**src/rtl/pipe_stage_reg.sv**
```systemverilog
// Pipeline stage register with a valid/ready handshake on an opaque DW-bit payload.
// SKID=1 gives a two-entry skid buffer with registered in_ready; SKID=0 a single register.
module pipe_stage_reg #(
  parameter int DW    = 80,
  parameter bit SKID  = 1'b1,
  parameter int CNT_W = 16
) (
  input  logic             clk,
  input  logic             rst_n,
  input  logic             flush,
  input  logic             in_valid,
  output logic             in_ready,
  input  logic [DW-1:0]    in_data,
  output logic             out_valid,
  input  logic             out_ready,
  output logic [DW-1:0]    out_data,
  input  logic             clr_cnt,
  output logic [CNT_W-1:0] stall_cnt
);

  localparam logic [CNT_W-1:0] CNT_MAX = '1;

  typedef enum logic [1:0] {
    EMPTY = 2'd0,
    HALF  = 2'd1,
    FULL  = 2'd2
  } state_t;

  // Counts cycles in which a valid payload is held back by downstream.
  always_ff @(posedge clk or negedge rst_n) begin
    if (!rst_n) begin
      stall_cnt <= '0;
    end else if (clr_cnt) begin
      stall_cnt <= '0;
    end else if (out_valid && !out_ready && (stall_cnt != CNT_MAX)) begin
      stall_cnt <= stall_cnt + CNT_W'(1);
    end
  end

  if (SKID) begin : g_skid
    state_t        state;
    logic          inReadyQ;
    logic [DW-1:0] skidData;
    logic          inXfer;

    assign inXfer   = in_valid & inReadyQ;
    // NOTE: in_ready comes from a flop (it is ~skid_valid), so out_ready never reaches it combinationally.
    assign in_ready = inReadyQ;

    always_ff @(posedge clk or negedge rst_n) begin
      if (!rst_n) begin
        state     <= EMPTY;
        out_valid <= 1'b0;
        inReadyQ  <= 1'b1;
        // NOTE: payload registers are reset as well so out_data reads 0, not X, after reset.
        out_data  <= '0;
        skidData  <= '0;
      end else if (flush) begin
        state     <= EMPTY;
        out_valid <= 1'b0;
        inReadyQ  <= 1'b1;
      end else begin
        case (state)
          EMPTY: begin
            if (inXfer) begin
              out_data  <= in_data;
              out_valid <= 1'b1;
              state     <= HALF;
            end
          end
          HALF: begin
            if (inXfer && out_ready) begin
              out_data <= in_data;
            end else if (inXfer) begin
              skidData <= in_data;
              inReadyQ <= 1'b0;
              state    <= FULL;
            end else if (out_ready) begin
              out_valid <= 1'b0;
              state     <= EMPTY;
            end
          end
          FULL: begin
            // Input is never accepted here; in_ready rises on the cycle after the drain.
            if (out_ready) begin
              out_data <= skidData;
              inReadyQ <= 1'b1;
              state    <= HALF;
            end
          end
          default: begin
            state     <= EMPTY;
            out_valid <= 1'b0;
            inReadyQ  <= 1'b1;
          end
        endcase
      end
    end
  end else begin : g_single
    assign in_ready = ~out_valid | out_ready;

    always_ff @(posedge clk or negedge rst_n) begin
      if (!rst_n) begin
        out_valid <= 1'b0;
        out_data  <= '0;
      end else if (flush) begin
        out_valid <= 1'b0;
      end else if (in_valid && in_ready) begin
        out_data  <= in_data;
        out_valid <= 1'b1;
      end else if (out_ready) begin
        out_valid <= 1'b0;
      end
    end
  end

endmodule
```
**config.mk**
```make
export PLATFORM = sky130hd
export DESIGN_NAME = pipe_stage_reg
export DESIGN_NICKNAME = d
export VERILOG_FILES = /design/src/rtl/pipe_stage_reg.sv
export SDC_FILE = /design/constraint.sdc
export NUM_CORES = 1
export LEC_CHECK = 0
export CAP_MARGIN = 20
export CORE_ASPECT_RATIO = 0.5
export CORE_MARGIN = 1.5
export CORE_UTILIZATION = 46
export CTS_CLUSTER_SIZE = 16
export DETAILED_ROUTE_END_ITERATION = 16
export GPL_TIMING_DRIVEN = 0
export PLACE_DENSITY_LB_ADDON = 0.12
export SYNTH_ARGS = -nofsm -noshare
export SYNTH_HDL_FRONTEND = slang
export SYNTH_SLANG_ARGS = --single-unit
```
**constraint.sdc**
```tcl
create_clock -name clk -period 1.8 [get_ports clk]
set_input_delay 0.18 -clock clk [delete_from_list [all_inputs] [get_ports clk]]
set_output_delay 0.18 -clock clk [all_outputs]
set_load 0.005 [all_outputs]
```
==> run summary <==
outcome = finished, violations left
violated checks = negative setup slack
Worst-path clk slew = 0.07 ns
Total Power = 12600 µW
vias in the first global route = 5498
critical path's most frequent cell = buf_12
crit path cell chain = and3b_2 -> buf_8 -> o21bai_4 -> a21oi_4 -> buf_12 -> buf_12 -> mux2_4
Hold Crit Class = in -> reg
share of layout cells above drive strength 1 = 0.444
post-synth cell types = 44
Yosys reg bits = 180
Hold Fails Final Rpt = 0
CTS tree = built
clk_lat worst skew = 0.42 ns
leakage power = 0.00497 µW
Die H = 96.3 µm
minimum clock period = 1.90 ns
Slowest Stage Delay on Critical Path = 0.53 ns
total of max-cap violations = 0
post-route ant nets = 0
Tightest Pin Transition = 0.607 ns
Startpoint Class = register
crit share post-route = 1.06
Syn-to-layout area delta = 45.0%
top cell type's share of synthesized area = 0.559
placed cells = 965
crit-path max FO = 10
largest net degree at the start of global routing = 119
vias = 5366
row count = 33
Power Dens Cells = 1080 nW/µm²
Root Buffer Master = clkbuf_16
ys flop type = dfrtp_1
Remaining DRCs = 0
number of synthesized flops with an enable pin = 0
Syn Std Cell Area = 8010 µm²
First-pass DRT Iterations = 5
syn nets = 642
maximum VDD drop = 0.702 mV
number of fill cells = 1213
Critical Path AT = 2.20 ns
CTS sink count = 180
I/O pin total = 184
Core Area = 16700 µm²
I/O Buffers = 182
Initial Utilization = 0.480
Post-Syn Instances = 555
n_diodes = 0
CTS Buf Count = 17
Avg WL per Cell = 18.0 µm
CP max stage cell = dfstp_2
final setup vio count = 81
grt ovf = 0
fraction of registers with async set/reset = 1.00
Setup crit end kind = register
top cells by area, synth = dfrtp_1, mux2_2, buf_2
GR Util All Layers = 0.203
fin worst setup slack = -0.102 ns
slew margin rel. = 0.595
warnings from Yosys = 0
DRT iter0 DRCs = 187
RSZ-0062 raised after global routing = true
WP data required = 2.10 ns
Mapped Avg Cell Area = 14.4 µm²
Crit Path Class = reg -> reg
DP HPWL = 11600 µm
Die Area = 18300 µm²
register area share after synthesis = 0.563
fin. max-slew vios = 0
Peak Freq = 0.526 GHz
Worst Skew = 0.0107 ns
fin cells = 1016
hold slack final = 0.271 ns
global-route wire length before repair = 28600 µm
Yosys top cell by area = dfrtp_1
clock tree buffer depth = 2
H-Tree Level Count = 4
routed vias/inst = 5.28
placer congestion estimate = 0.779
nets = 865
final WL = 18300 µm
initial antenna violation count = 0
Die X-Extent = 190 µm
==> sequential cells by signal, indices dropped and copies added (netlist names) <==
name and cells:
out_data 80, g_skid.state 2, out_valid 1, stall_cnt 16, g_skid.skidData 80, in_ready 1
==> repair_timing <==
item	4_1_cts	5_1_grt
pin swaps	2	14
hold buffers	1	0
setup endpoints to repair	166	176
buffers inserted	7	10
gates cloned	0	4
hold endpoints to repair	62	0
gates resized for setup	94	35
==> placed cells by master, fill, tap and decap left out, types with 5 or more instances in the layout <==
cell / n
clkdlybuf4s50_1: 180
dfrtp_1: 172
mux2_2: 162
mux2_4: 81
buf_4: 21
clkbuf_16: 21
buf_12: 10
nand2_1: 10
nor2_1: 9
clkbuf_4: 8
a21oi_1: 8
dfrtp_2: 7
inv_1: 6
clkbuf_1: 5
nand4_1: 5
o31ai_1: 5
==> layer usage <==
metal / global-route usage / share of wire / up-vias
met5: 0 / 0 / -
li1: - / - / 2473
met1: 0.260 / 0.45 / 2753
met2: 0.340 / 0.49 / 123
met4: 0.0681 / 0.012 / 0
met3: 0.0525 / 0.051 / 17
==> cell usage after synthesis, types with 2 or more instances <==
cell,number
nand4_1,5
and3b_1,2
mux2_2,236
a21oi_1,10
o21bai_1,2
nand2_1,12
mux2_1,7
inv_1,6
nand2b_1,2
o31ai_1,5
dfrtp_1,179
or4_1,5
o311ai_0,3
clkbuf_1,13
o21ai_0,3
and2_1,2
nor2_1,10
a211oi_1,2
o41ai_1,3
buf_2,16
nor4_1,2
nor3_1,3
nand3_1,4
nor2b_1,2
or3_1,2
==> final cells by class <==
class / instances / area (µm²) / area share
sequential: 180 / 4510 / 0.389
multi-input combinational: 340 / 3780 / 0.325
timing repair buffer: 205 / 2120 / 0.183
clock buffer: 21 / 450 / 0.0388
buffer: 28 / 312 / 0.0268
tap: 227 / 284 / 0.0245
clock inverter: 9 / 131 / 0.0113
inverter: 6 / 22.5 / 0.00194
==> worst max-delay path: cells and delay by family (launching register included) <==
family	cells	cell delay, ns
flops	1	0.53
buf+inv	3	0.47
mux	1	0.30
compound gates	2	0.27
simple gates	1	0.20
==> stage by stage <==
stage | util | cell area [µm²] | TNS (ns) | setup WS (ns)
detailed placement | 0.618 | 10300 | -74.69 | -0.508
finish | 0.696 | 11600 | -6.11 | -0.102
floorplan | - | 8170 | -4.16 | -0.0558
CTS | 0.678 | 11300 | -5.68 | -0.103
global route | 0.696 | 11600 | -14.53 | -0.162
global placement | 0.616 | 10300 | -1359.56 | -7.18
==> power breakdown <==
part / internal, µW / switching [µW] / total (µW) / leakage, µW
logic: 2280 / 905 / 3180 / 0.00250
clock network: 2210 / 1550 / 3750 / 0.000275
registers: 5120 / 546 / 5670 / 0.00219
total: 9600 / 3000 / 12600 / 0.00497
==> cell families after synthesis <==
group           synth area share
compound gates            0.0278
fa+ha+maj                0.00156
buf+inv                   0.0189
flops                      0.563
mux                        0.343
simple gates              0.0462
==> final timing paths <==
kind / start / end / slack, ns / cells after the start
min in group asynchronous: rst_n / g_skid.skidData[61] / 0.29 / 2
max: in_ready / out_data[63] / -0.10 / 7
min reg2reg: g_skid.skidData[23] / g_skid.skidData[23] / 0.50 / 1
min: clr_cnt / stall_cnt[0] / 0.27 / 3
max in group asynchronous: rst_n / stall_cnt[11] / 0.54 / 3
max reg2reg: in_ready / out_data[63] / -0.10 / 7
Note: power is estimated with default switching activity, not from simulation.
